## config.mk

```make
export PLATFORM = sky130hd
export DESIGN_NAME = fp_mac_dot_seq
export DESIGN_NICKNAME = d
export VERILOG_FILES = /design/src/rtl/fp_mac_dot_seq.sv
export SDC_FILE = /design/constraint.sdc
export NUM_CORES = 1
export LEC_CHECK = 0
export ABC_CLOCK_PERIOD_IN_PS = 2600
export CAP_MARGIN = 15
export CORE_UTILIZATION = 45
export DETAILED_ROUTE_END_ITERATION = 6
export PLACE_DENSITY = 0.82
export SKIP_LAST_GASP = 1
export SYNTH_ARGS = -nofsm -noshare
export SYNTH_HDL_FRONTEND = slang
export SYNTH_SLANG_ARGS = --single-unit
export TNS_END_PERCENT = 5
```

## constraint.sdc

```tcl
create_clock -name clk -period 2.6 [get_ports clk]
set_input_delay 0.52 -clock clk [delete_from_list [all_inputs] [get_ports clk]]
set_output_delay 0.52 -clock clk [all_outputs]
set_load 0.1 [all_outputs]
```

## src/rtl/fp_mac_dot_seq.sv

```systemverilog
`default_nettype none
// ============================================================================
// Module   : fp_mac_dot_seq
// Purpose  : Sequential dot-product controller for an external combinational
//            floating-point multiply-accumulate unit (z = a*b + c). Accepts a
//            stream of (a, b) element pairs and feeds the MAC from registered
//            operands, with c taken from its own accumulator. It captures
//            z/status every active cycle and returns the final sum, the OR of
//            all status flags and the element count on a result handshake.
//
// Ports    : clk, rst                    clock, synchronous active-high reset
//            in_valid/in_ready           element handshake
//            in_a, in_b, in_last         element operands, end-of-vector mark
//            in_bias                     initial accumulator value (optional)
//            rnd                         rounding mode, taken on first element
//            mac_a/b/c, mac_rnd          operands driven to the MAC
//            mac_z, mac_status           MAC result and status flags
//            res_valid/res_ready         result handshake
//            res_z, res_status, res_count  dot product, OR of flags, count
//
// Options  : define FP_DOT_SEQ_BIAS_EN to add the in_bias port. The
//            accumulator then starts at in_bias instead of +0.
//
// Revision : 1.0  initial release
// ============================================================================
module fp_mac_dot_seq #(
  parameter int sig_width = 23,
  parameter int exp_width = 8,
  parameter int cnt_width = 16
) (
  input  logic                           clk,
  input  logic                           rst,
  input  logic                           in_valid,
  output logic                           in_ready,
  input  logic [sig_width+exp_width:0]   in_a,
  input  logic [sig_width+exp_width:0]   in_b,
`ifdef FP_DOT_SEQ_BIAS_EN
  input  logic [sig_width+exp_width:0]   in_bias,
`endif
  input  logic                           in_last,
  input  logic [2:0]                     rnd,
  output logic [sig_width+exp_width:0]   mac_a,
  output logic [sig_width+exp_width:0]   mac_b,
  output logic [sig_width+exp_width:0]   mac_c,
  output logic [2:0]                     mac_rnd,
  input  logic [sig_width+exp_width:0]   mac_z,
  input  logic [7:0]                     mac_status,
  output logic                           res_valid,
  input  logic                           res_ready,
  output logic [sig_width+exp_width:0]   res_z,
  output logic [7:0]                     res_status,
  output logic [cnt_width-1:0]           res_count
);

  localparam logic [1:0] c_IDLE  = 2'd0;
  localparam logic [1:0] c_ACCUM = 2'd1;
  localparam logic [1:0] c_DONE  = 2'd2;

  logic [1:0]                    r_state;
  logic [1:0]                    w_state_next;

  logic [sig_width+exp_width:0]  r_op_a;
  logic [sig_width+exp_width:0]  r_op_b;
  logic [sig_width+exp_width:0]  r_acc;
  logic [2:0]                    r_rnd;
  logic                          r_op_valid;
  logic                          r_last;
  logic [7:0]                    r_stat;
  logic [cnt_width-1:0]          r_count;
  logic [sig_width+exp_width:0]  r_res_z;
  logic [7:0]                    r_res_status;
  logic [cnt_width-1:0]          r_res_count;

  logic                          w_in_fire;
  logic                          w_capture;
  logic [cnt_width-1:0]          w_count_inc;
  logic [7:0]                    w_stat_next;
  logic [sig_width+exp_width:0]  w_acc_init;

  // Starting value of the running sum for a new vector.
`ifdef FP_DOT_SEQ_BIAS_EN
  assign w_acc_init = in_bias;
`else
  assign w_acc_init = '0;
`endif

  assign w_in_fire   = in_valid & in_ready;
  // The MAC is purely combinational, so whenever registered operands are
  // present its z output already belongs to them and can be taken this cycle.
  assign w_capture   = r_op_valid & (r_state == c_ACCUM);
  assign w_count_inc = (&r_count) ? r_count
                                  : r_count + {{(cnt_width-1){1'b0}}, 1'b1};
  assign w_stat_next = r_stat | mac_status;

  // --------------------------------------------------------------------------
  // State register
  // --------------------------------------------------------------------------
  always_ff @(posedge clk) begin
    if (rst) begin
      r_state <= c_IDLE;
    end else begin
      r_state <= w_state_next;
    end
  end

  // --------------------------------------------------------------------------
  // Next-state logic
  // --------------------------------------------------------------------------
  always_comb begin
    w_state_next = r_state;
    case (r_state)
      c_IDLE: begin
        if (w_in_fire) w_state_next = c_ACCUM;
      end
      c_ACCUM: begin
        if (w_capture && r_last) w_state_next = c_DONE;
      end
      c_DONE: begin
        if (res_ready) w_state_next = c_IDLE;
      end
      default: w_state_next = c_IDLE;
    endcase
  end

  // --------------------------------------------------------------------------
  // State-decoded outputs
  // --------------------------------------------------------------------------
  always_comb begin
    in_ready  = 1'b0;
    res_valid = 1'b0;
    case (r_state)
      c_IDLE:  in_ready  = 1'b1;
      // Once the final element is held, stop taking input until the result
      // has been handed off.
      c_ACCUM: in_ready  = ~r_last;
      c_DONE:  res_valid = 1'b1;
      default: in_ready  = 1'b0;
    endcase
  end

  // --------------------------------------------------------------------------
  // Operand, accumulator and result registers
  // --------------------------------------------------------------------------
  always_ff @(posedge clk) begin
    if (rst) begin
      r_op_a       <= '0;
      r_op_b       <= '0;
      r_acc        <= '0;
      r_rnd        <= '0;
      r_op_valid   <= 1'b0;
      r_last       <= 1'b0;
      r_stat       <= '0;
      r_count      <= '0;
      r_res_z      <= '0;
      r_res_status <= '0;
      r_res_count  <= '0;
    end else begin
      case (r_state)
        c_IDLE: begin
          if (w_in_fire) begin
            r_op_a     <= in_a;
            r_op_b     <= in_b;
            r_rnd      <= rnd;
            r_op_valid <= 1'b1;
            r_last     <= in_last;
            r_acc      <= w_acc_init;
            r_stat     <= '0;
            r_count    <= '0;
          end
        end
        c_ACCUM: begin
          if (w_capture) begin
            r_acc   <= mac_z;
            r_stat  <= w_stat_next;
            r_count <= w_count_inc;
            // Publish the freshly captured values, not the stale registers.
            if (r_last) begin
              r_res_z      <= mac_z;
              r_res_status <= w_stat_next;
              r_res_count  <= w_count_inc;
            end
          end
          // rnd is deliberately not reloaded here: it is fixed per vector.
          if (w_in_fire) begin
            r_op_a     <= in_a;
            r_op_b     <= in_b;
            r_op_valid <= 1'b1;
            r_last     <= in_last;
          end else if (w_capture) begin
            r_op_valid <= 1'b0;
          end
        end
        default: begin
        end
      endcase
    end
  end

  assign mac_a      = r_op_a;
  assign mac_b      = r_op_b;
  assign mac_c      = r_acc;
  assign mac_rnd    = r_rnd;
  assign res_z      = r_res_z;
  assign res_status = r_res_status;
  assign res_count  = r_res_count;

endmodule
`default_nettype wire

```

# Word-level counts from Yosys, hierarchy flattened
# Index checks and enable logic that the tools add are counted.
# word_totals
reg_bits,183
in_bits,112
elab_cells,55
out_inout_bits,157
# classes
n_bitwise,4
add_sub_neg,1
muxes,20
n_eq_ne,7
reduce_logical,11
# op_table
op,count
$mux 32,2
$pmux 32 s2,1
$mux 16,3
$pmux 16 s2,1
$add 16x1->16 const B,1
$mux 8,2
$pmux 8 s2,1
$reduce_and 16->1,1
$reduce_and 3->1,4
$or 8x8->8,1
$mux 2,3
$ne 2x2->1 const B,3
$pmux 2 s3,1
$mux 1,4
$pmux 1 s2,2
$reduce_and 2->1,2
$ne 3x3->1 const B,1
$and 1x1->1,2
$eq 2x1->1 const B,1
$eq 2x2->1 const B,1
$logic_not 2->1,1
$ne 2x1->1 const B,1
$reduce_bool 2->1,1
$reduce_or 2->1,1
other kinds (2),2

# Depth between registers and ports, before layout
# Gate-level depths: netlist (run 1).
# depth
depth_word,5
ltp_mapped,7
ltp_nobuf,5

# Worst setup path after synthesis (run 1)
# No wires, ideal clock.
# synth_timing
path_type,reg-to-output
startpoint,register r_state[1]
endpoint,output port res_valid
stages_incl_launch_ff,3
path_slack_ns,0.139
arrival_ns,1.941
path_cell_list,dfxtp_1 -> clkbuf_1 -> nor2b_1
# synth_between
elab_chain_len,2
# synth_rtl
item,line,text
start: declaration,59,logic [1:0] r_state;
start signal: assignment,100,r_state <= c_IDLE;
start signal: assignment,102,r_state <= w_state_next;
$eq 2x2->1,131,case (r_state)
$mux 1,131,
end: declaration,48,"output logic res_valid,"
# No other way between the ends.

# Worst setup path in the final report (run 1)
# layout_timing
startpoint,register r_count[0]
endpoint,"register r_res_count[5], in the netlist res_count[5]"
# layout_between
elab_chain_len,2
word_cells_on_any_way,3
cone_classes,add/sub: 1; mux: 1; reduce/logical: 1
# layout_rtl
item,line,text
start: declaration,69,logic [cnt_width-1:0] r_count;
start signal: assignment,175,r_count <= w_count_inc;
$add 16x1->16 / $reduce_and 16->1 (equally long branches),"92, 91",
$mux 16 (*),91,assign w_count_inc = (&r_count) ? r_count
end signal: assignment,180,r_res_count <= w_count_inc;
end: declaration,72,logic [cnt_width-1:0] r_res_count;
# Mark *: on every way between the ends. The rest lies on a longest branch, timed or not.
# A chain may end at the register's enable or synchronous reset.

==> results of run 1 <==
[power groups by stage]
stage | Combinational, W | Sequential [W] | Clock [W]
final | 0.00125 | 0.00294 | 0.00254
after global placement | 0.00124 | 0.00300 | 0
after global routing | 0.00130 | 0.00295 | 0.00271
after CTS | 0.00125 | 0.00294 | 0.00259
after detailed placement | 0.00125 | 0.00301 | 0
after floorplan | 0.000249 | 0.00361 | 0
[sequential cells by signal (all words and copies together) (netlist names)]
name,flops
mac_a,32
mac_b,32
mac_c,32
mac_rnd,3
r_count,16
r_last,1
r_op_valid,1
r_stat,8
r_state,2
res_count,16
res_status,8
res_z,32
[routing by layer]
metal  vias to the layer above  GRT usage (%)  routed length [um]
li1                       3313              -                   -
met1                      3161           30.0                8400
met2                       240           41.9                9620
met3                        40           7.94                1400
met4                         0           10.4                 537
met5                         -              0                   0
[per-stage QoR]
| step | cells | setup slack, ns | utilization (%) | hold WS (ns) | cell area (sq um) |
|---|---|---|---|---|---|
| final | 1259 | 0.569 | 66.7 | 0.449 | 9840 |
| after global placement | 1227 | 0.446 | 62.7 | 0.439 | 9250 |
| after floorplan | 827 | 0.139 | - | 0.467 | 6890 |
| after global routing | 1259 | 0.440 | 66.7 | 0.455 | 9840 |
| after CTS | 1259 | 0.570 | 66.7 | 0.438 | 9840 |
| after detailed placement | 1227 | 0.405 | 62.7 | 0.447 | 9250 |
[cells in the mapped netlist, drive strengths merged, types with 2 or more instances]
master    n  area, sq um
nor3b     2         15.0
nor4      3         18.8
a211oi    5         37.5
clkbuf   47          213
nor2     65          244
a21oi   117          586
nand3     6         30.0
nor3     19         95.1
or3       3         18.8
xnor2     3         26.3
and4      4         36.3
nor2b     2         12.5
o21ai    18         90.1
buf      21          114
a31o      3         26.3
nand3b    3         22.5
and2      2         12.5
and3      5         35.0
nand2   216          818
inv       4         15.0
a31oi     9         56.3
or4       3         22.5
a41oi     2         17.5
dfxtp   183         3660
nand4b    3         26.3
a311oi    7         67.6
o31ai     3         22.5
nand2b    3         18.8
a22oi    40          300
o211ai    3         22.5
nand4     7         56.3
[kinds of logic after synthesis]
family	count (synthesis)	synth area share (%)
adder cells (fa/ha/maj)	1	0.182
multiplexers	1	0.145
AND/OR/NAND/NOR	348	21.8
XOR/XNOR	4	0.509
AO/OA/AOI/OAI	217	19.0
buffers and inverters	73	5.14
flip-flops	183	53.2
[layout by cell type, fill, tap and decap left out, types with 3 or more instances in the layout]
| cell type | Yosys | routed |
|---|---|---|
| nand2b_1 | 3 | 3 |
| xnor2_1 | 3 | 3 |
| a31o_2 | 3 | 3 |
| buf_12 | 0 | 4 |
| clkinv_2 | 0 | 3 |
| a311oi_1 | 6 | 6 |
| nor2_1 | 65 | 64 |
| or3_1 | 3 | 3 |
| o21ai_0 | 18 | 18 |
| a21oi_1 | 117 | 117 |
| nor4_1 | 3 | 3 |
| nand4_1 | 5 | 5 |
| clkinv_4 | 0 | 3 |
| and4_1 | 3 | 3 |
| or4_1 | 3 | 3 |
| nand3b_1 | 3 | 3 |
| buf_4 | 0 | 171 |
| nand4b_1 | 3 | 3 |
| o211ai_1 | 3 | 3 |
| dfxtp_1 | 183 | 183 |
| a31oi_1 | 9 | 9 |
| a22oi_1 | 40 | 40 |
| nor3_1 | 19 | 19 |
| and3_2 | 3 | 3 |
| clkbuf_1 | 41 | 3 |
| nand3_1 | 6 | 6 |
| clkdlybuf4s50_1 | 0 | 110 |
| inv_1 | 4 | 4 |
| a211oi_1 | 5 | 5 |
| o31ai_1 | 3 | 3 |
| clkbuf_16 | 0 | 17 |
| nand2_1 | 215 | 214 |
[path summary, 6_finish.rpt]
path                       end  slack [ns]  cells after the start
setup reg to reg  res_count[5]        0.57                      6
hold reg to reg      mac_a[18]        0.45                      2
hold / removal      r_count[6]        0.45                      2
setup / recovery  res_count[5]        0.57                      6
[cell type report]
| cell class | count | area [sq um] |
|---|---|---|
| clock buffer | 22 | 464 |
| clock inverter | 10 | 119 |
| fill | 1281 | 4920 |
| inverter | 4 | 15.0 |
| multi-input combinational | 571 | 2880 |
| sequential | 183 | 3660 |
| tap | 184 | 230 |
| timing repair buffer | 285 | 2460 |
==> metrics.yaml, run 1 <==
startpoint: "r_count[0]"
ys_ff_latch: 183
syn_area_per_cell_sq_um: 8.33
rsz0062_at_grt: "false"
grt_overflow: 0
first_iter_violations: 401
internal_power_w: 0.00472
dr.pass1.iters: 5
dieArea_sq_um: 15800
start_util_pct: 46.7
area_growth_pct: 42.8
htree_levels: 4
hp-class: "input port to register"
cts.sinks: 183
syn_nets: 940
startpoint_type: "register"
grt_usage_pct: 25.2
switching_power_w: 0.00202
die_w_um: 126
critical-path-top-delay-family: "simple AND/OR/NAND/NOR gates"
status: "complete, no violations"
grt_pass1_wl_um: 31700
power_frac_comb_pct: 18.5
powerDensity_nw_per_um2: 685
max_freq_mhz: 492
worstSetupPathType: "register to register"
cp.required_ns: 2.94
numCtsBuffers: 17
fin_skew_ns: 0.0115
clk_latency_ns: 0.43
seqPwrFrac_pct: 43.7
fin_crit_sh_pct: 78.1
viasPerCell: 5.36
cts-resized-gates: 0
cp_num_buf_inv: 1
yosysWarnings: 0
maxSlewViolCount: 0
cpMaxStageDelayCell: "dfxtp_1"
post-cts-setup-buffers: 0
cts_tree: "built"
drc: 0
crit_chain: "ha_1 -> nand3_1 -> nor4_1 -> buf_4 -> o21ai_0 -> a311oi_1"
slew_headroom_pct: 55.0
leakage_nw: 3.92
min_from: "rst"
holdBufCountCts: 0
root_buffer: "clkbuf_16"
ant_nets: 0
die_y_um: 126
nets: 1175
ys_types: 57
drive_above_1_share_pct: 20.5
antenna_cells: 0
hold_viol_final: 0
timing.rr.start: "r_count[0]"
port_buffers: 268
netlist_area_sq_um: 6890
swShare_pct: 29.9
synthCells: 827
clock_path_buffers: 2
antenna_found_initial: 0
io_pins: 269
synth_ff_type: "dfxtp_1"
period_minus_slack_ns: 2.03
vdd_drop_max_mv: 0.487
globalplace.congestion: 0.783
worst-slew-pin-transition_ns: 0.672
setup_tns_ns: 0
dp_hpwl_um: 13600
via_count: 6754
maxCapViolations: 0
totalPowerFinal_w: 0.00674
ys_seq_area_share_pct: 53.2
grt_pass1_vias: 6245
slowest_delay_ns: 0.44
pwr-share-clk_pct: 37.8
ys_async_sr_fraction_pct: 0
grt_max_degree: 63
worstPathMaxFanout: 11
wire_per_inst_um: 15.9
row_count: 44
design.core.area_sq_um: 14800
cp.arrival_ns: 2.37
clk_pin_slew_ns: 0.07
setup_viol: 0
worst_setup_path_end_kind: "register"
synth_edf_count: 0
wl_um: 20000
Power figures use the tool's default switching activity.
==> run 2, diff against run 1 <==
Settings changed: ABC_CLOCK_PERIOD_IN_PS 2600 to 2100, CORE_UTILIZATION 45 to 44, PLACE_DENSITY 0.82 to 0.81.
Clock period 2.6 ns to 2.1 ns, I/O delays scaled along.
==> run 2 against run 1 <==
  * Critical path depth unchanged
  * Final area up 1.3%
  * Utilization fell by 1.3 points
  * Largest cell class unchanged
  * Count of clock-buffer cells in the layout is the same
  * Cell count is 2.9% higher
  * Via count down 0.38%
==> metrics.yaml, run 2 (same netlist as run 1, synthesis figures left out) <==
dr.pass1.iters: 5  # unchanged
die_w_um: 127  # +1.1%
cts.sinks: 183  # unchanged
globalplace.congestion: 0.881  # +13%
holdBufCountCts: 0  # unchanged
drive_above_1_share_pct: 21.5  # +1.0 points
via_count: 6728  # -0.38%
ant_nets: 0  # unchanged
layout_commonest_cell: "nand2_1"
grt_max_degree: 125  # +98%
antenna_found_initial: 0  # unchanged
clock_path_buffers: 2  # unchanged
drc: 0  # unchanged
worstPathMaxFanout: 7  # -4
power_frac_comb_pct: 18.8  # +0.3 points
cts_tree: "built"
status: "complete, no violations"
row_count: 45  # +2.3%
clk_pin_slew_ns: 0.07  # about the same
post-cts-setup-buffers: 0  # unchanged
viasPerCell: 5.20  # -3.2%
vdd_drop_max_mv: 0.525  # +7.7%
wire_per_inst_um: 15.6  # -1.9%
fin_crit_sh_pct: 94.5  # +16 points
dp_hpwl_um: 13800  # +1.6%
wl_um: 20100  # +0.93%
fin_skew_ns: 0.0112  # -0.000284 ns
maxCapViolations: 0  # unchanged
pwr-share-clk_pct: 37.1  # -0.7 points
seqPwrFrac_pct: 44.1  # +0.4 points
hold_viol_final: 0  # unchanged
switching_power_w: 0.00258  # +28%
internal_power_w: 0.00570  # +21%
cts-resized-gates: 0  # unchanged
max_freq_mhz: 504  # +2.3%
die_y_um: 127  # +1.1%
period_minus_slack_ns: 1.99  # -0.0455 ns
dieArea_sq_um: 16200  # +2.2%
startpoint_type: "register"
totalPowerFinal_w: 0.00828  # +23%
grt_pass1_wl_um: 31700  # about the same
cp.arrival_ns: 2.32  # -0.05 ns
post-place-ws_ns: 0.0697  # -0.335 ns
numCtsBuffers: 17  # unchanged
first_iter_violations: 492  # +23%
powerDensity_nw_per_um2: 831  # +21%
io_pins: 269  # unchanged
setup_viol: 0  # unchanged
swShare_pct: 31.1  # +1.2 points
grt_overflow: 0  # unchanged
worst-slew-pin-transition_ns: 0.545  # -0.127 ns
design.core.area_sq_um: 15300  # +3.4%
cp.required_ns: 2.43  # -0.51 ns
area_growth_pct: 44.7
setup_ws_ns: 0.115  # -0.455 ns
htree_levels: 4  # unchanged
nets: 1184  # +0.77%
root_buffer: "clkbuf_16"
final_cell_mix: "214 x nand2_1, 183 x dfxtp_1, 177 x buf_4"
rsz0062_at_grt: "true"
grt_usage_pct: 24.7  # -0.43 points
worstSetupPathType: "register to register"
hp-class: "input port to register"
leakage_nw: 3.98  # +1.3%
grt_pass1_vias: 6136  # -1.7%
worst_setup_path_end_kind: "register"
port_buffers: 268  # unchanged
clk_latency_ns: 0.42  # about the same
maxSlewViolCount: 0  # unchanged
antenna_cells: 0  # unchanged
slew_headroom_pct: 63.7  # +8.7 points
start_util_pct: 45.1  # -1.5 points
-- run 2: worst max-delay path, cell delays in order, from the launching register on --
cell      delay, ns
dfxtp_1        0.41
ha_1           0.28
nand3_1        0.19
nor4_1         0.43
buf_4          0.23
o21ai_0        0.08
a311oi_1       0.27
-- run 2: power groups by stage --
stage	Clock, W	Combinational [W]	Sequential (W)
global route	0.00327	0.00163	0.00366
global placement	0	0.00154	0.00372
floorplan	0	0.000309	0.00447
detailed placement	0	0.00155	0.00373
finish	0.00308	0.00156	0.00365
CTS	0.00313	0.00156	0.00365
-- run 2: per-stage QoR --
step                      cell area (sq um)  hold slack (ns)  setup TNS [ns]  utilization (%)  instances
after CTS                              9960            0.253               0             65.3       1295
after global routing                   9970            0.262          -0.331             65.3       1295
final                                  9970            0.268               0             65.3       1295
after global placement                 9390            0.442               0             61.6       1263
after detailed placement               9390            0.447               0             61.6       1263
after floorplan                        6890            0.467          -0.259                -        827
-- run 2: final cells by class --
type	instances	area [sq um]
clock inverters	10	86.3
repair buffers	294	2570
fillers	1282	5290
flip-flops and latches	183	3660
clock buffers	22	484
multi-input cells	571	2880
inverters	4	15.0
well taps	211	264
-- run 2: final timing paths --
path | cells after the start | end | from | slack (ns)
hold / removal | 2 | r_count[0] | rst | 0.27
setup reg to reg | 6 | r_count[4] | r_count[1] | 0.11
hold reg to reg | 2 | mac_b[29] | mac_b[29] | 0.45
setup / recovery | 6 | r_count[4] | r_count[1] | 0.11
-- run 2: routing by layer --
layer  track usage [%]  part of all wire [%]
met3              6.16                   5.3
met2              41.4                    50
met5                 0                     0
met4              9.52                   2.4
met1              30.7                    43
==> run 3, diff against run 2 <==
Settings changed: MAX_ROUTING_LAYER set to met4, SETUP_SLACK_MARGIN set to 0.1.
==> run 3 against run 2 <==
  * Combinational power is essentially flat
  * Cell count is the same
  * Die area is the same
  * Total power grew 0.13%
  * Routed wire length grew 0.41%
  * Utilization grew 0.074 points
  * Clock power is essentially flat
  * First-iteration DRC count shrank 4.9%
  * Global-route usage grew 0.72 points
  * Flip-flop and latch count is the same
  * Clock skew shrank 0.0030 ns
  * Critical path depth is the same
==> metrics.yaml, run 3 (same netlist as run 1, synthesis figures left out) <==
fin_util_pct: 65.4  # +0.074 points
final_cell_mix: "214 x nand2_1, 183 x dfxtp_1, 177 x buf_4"
maxSlewViolCount: 0  # unchanged
drive_above_1_share_pct: 21.7  # +0.18 points
clk_latency_ns: 0.43  # about the same
die_y_um: 127  # unchanged
slowest_delay_ns: 0.42  # about the same
period_minus_slack_ns: 1.95  # -0.0391 ns
startpoint_type: "register"
fin_cells: 1295  # unchanged
wire_per_inst_um: 15.6  # +0.41%
start_util_pct: 45.1  # unchanged
dp_hpwl_um: 13800  # unchanged
drc: 0  # unchanged
viasPerCell: 5.19  # about the same
powerDensity_nw_per_um2: 831  # about the same
dieArea_sq_um: 16200  # unchanged
cp.arrival_ns: 2.25  # -0.07 ns
die_w_um: 127  # unchanged
area_growth_pct: 44.9
rsz0062_at_grt: "true"
worst_setup_path_end_kind: "register"
max_freq_mhz: 514  # +2.0%
nets: 1184  # unchanged
worstPathMaxFanout: 6  # -1
design.core.area_sq_um: 15300  # unchanged
cpMaxStageDelayCell: "dfxtp_1"
worstSetupPathType: "register to register"
timing.rr.start: "r_count[1]"
setup_viol: 0  # unchanged
io_pins: 269  # unchanged
post-cts-setup-buffers: 0  # unchanged
wl_um: 20200  # +0.41%
slew_headroom_pct: 63.6  # about the same
fin_skew_ns: 0.00826  # -0.00298 ns
post-place-cells: 1263  # unchanged
status: "complete, no violations"
fin_crit_sh_pct: 92.7  # -1.9 points
clk_pin_slew_ns: 0.07  # about the same
grt_pass1_wl_um: 31700  # -0.15%
crit_chain: "ha_1 -> nand3_1 -> buf_4 -> nor2_2 -> a311oi_1 -> a2111oi_0"
cp.required_ns: 2.40  # -0.03 ns
antenna_cells: 0  # unchanged
setup_ws_ns: 0.154  # +0.0391 ns
leakage_nw: 3.98  # about the same
cts.sinks: 183  # unchanged
ant_nets: 0  # unchanged
numCtsBuffers: 17  # unchanged
grt_overflow: 0  # unchanged
vdd_drop_max_mv: 0.535  # +1.9%
first_iter_violations: 468  # -4.9%
min_from: "rst"
via_count: 6724  # -0.059%
cp_num_buf_inv: 1  # unchanged
globalplace.congestion: 0.896  # +1.7%
critical-path-top-delay-family: "compound AO/OA/AOI/OAI gates"
hold_viol_final: 0  # unchanged
grt_usage_pct: 25.5  # +0.72 points
grt_pass1_vias: 6170  # +0.55%
hp-class: "input port to register"
htree_levels: 4  # unchanged
startpoint: "r_count[1]"
root_buffer: "clkbuf_16"
port_buffers: 268  # unchanged
worst-slew-pin-transition_ns: 0.545  # +0.000493 ns
antenna_found_initial: 0  # unchanged
cts_tree: "built"
layout_commonest_cell: "nand2_1"
row_count: 45  # unchanged
clock_path_buffers: 2  # unchanged
post-place-ws_ns: 0.0697  # unchanged
dr.pass1.iters: 5  # unchanged
maxCapViolations: 0  # unchanged
grt_max_degree: 125  # unchanged
[run 3: final cells by class]
type,count,area (sq um)
Fill cell,1280,5280
Sequential cell,183,3660
Multi-Input combinational cell,571,2900
Timing Repair Buffer,294,2570
Clock buffer,22,484
Tap cell,211,264
Clock inverter,10,86.3
Inverter,4,15.0
[run 3: worst paths after layout]
check	endpoint	slack [ns]	cells after the start
worst max register to register	res_count[14]	0.15	6
worst min register to register	mac_b[29]	0.45	2
worst min-delay path	r_count[0]	0.27	2
worst max-delay path	res_count[14]	0.15	6
[run 3: power breakdown]
| part | internal (W) | switching (W) |
|---|---|---|
| logic | 0.000445 | 0.00111 |
| registers | 0.00358 | 0.0000639 |
| clock network | 0.00167 | 0.00141 |
| total | 0.00570 | 0.00259 |
[run 3: repair_timing]
| item | 4_1_cts | 5_1_grt |
|---|---|---|
| endpoints found under the setup margin | 0 | 18 |
| endpoints found under the hold margin | 0 | 0 |
| gates resized for setup | 0 | 3 |
| hold buffers | 0 | 0 |
[run 3: metal layers]
metal / part of all wire, % / track usage (%)
met3: 5.1 / 5.23
met2: 49 / 41.3
met1: 43 / 31.3
met5: 0 / -
met4: 2.8 / 9.52
[run 3: per-stage QoR]
step                hold WS [ns]  total power (W)  area, sq um  TNS [ns]
floorplan                  0.467          0.00477         6890    -0.259
global placement           0.442          0.00527         9390         0
detailed placement         0.447          0.00528         9390         0
CTS                        0.253          0.00833         9960         0
global route               0.264          0.00855         9980   -0.0231
finish                     0.270          0.00829         9980         0
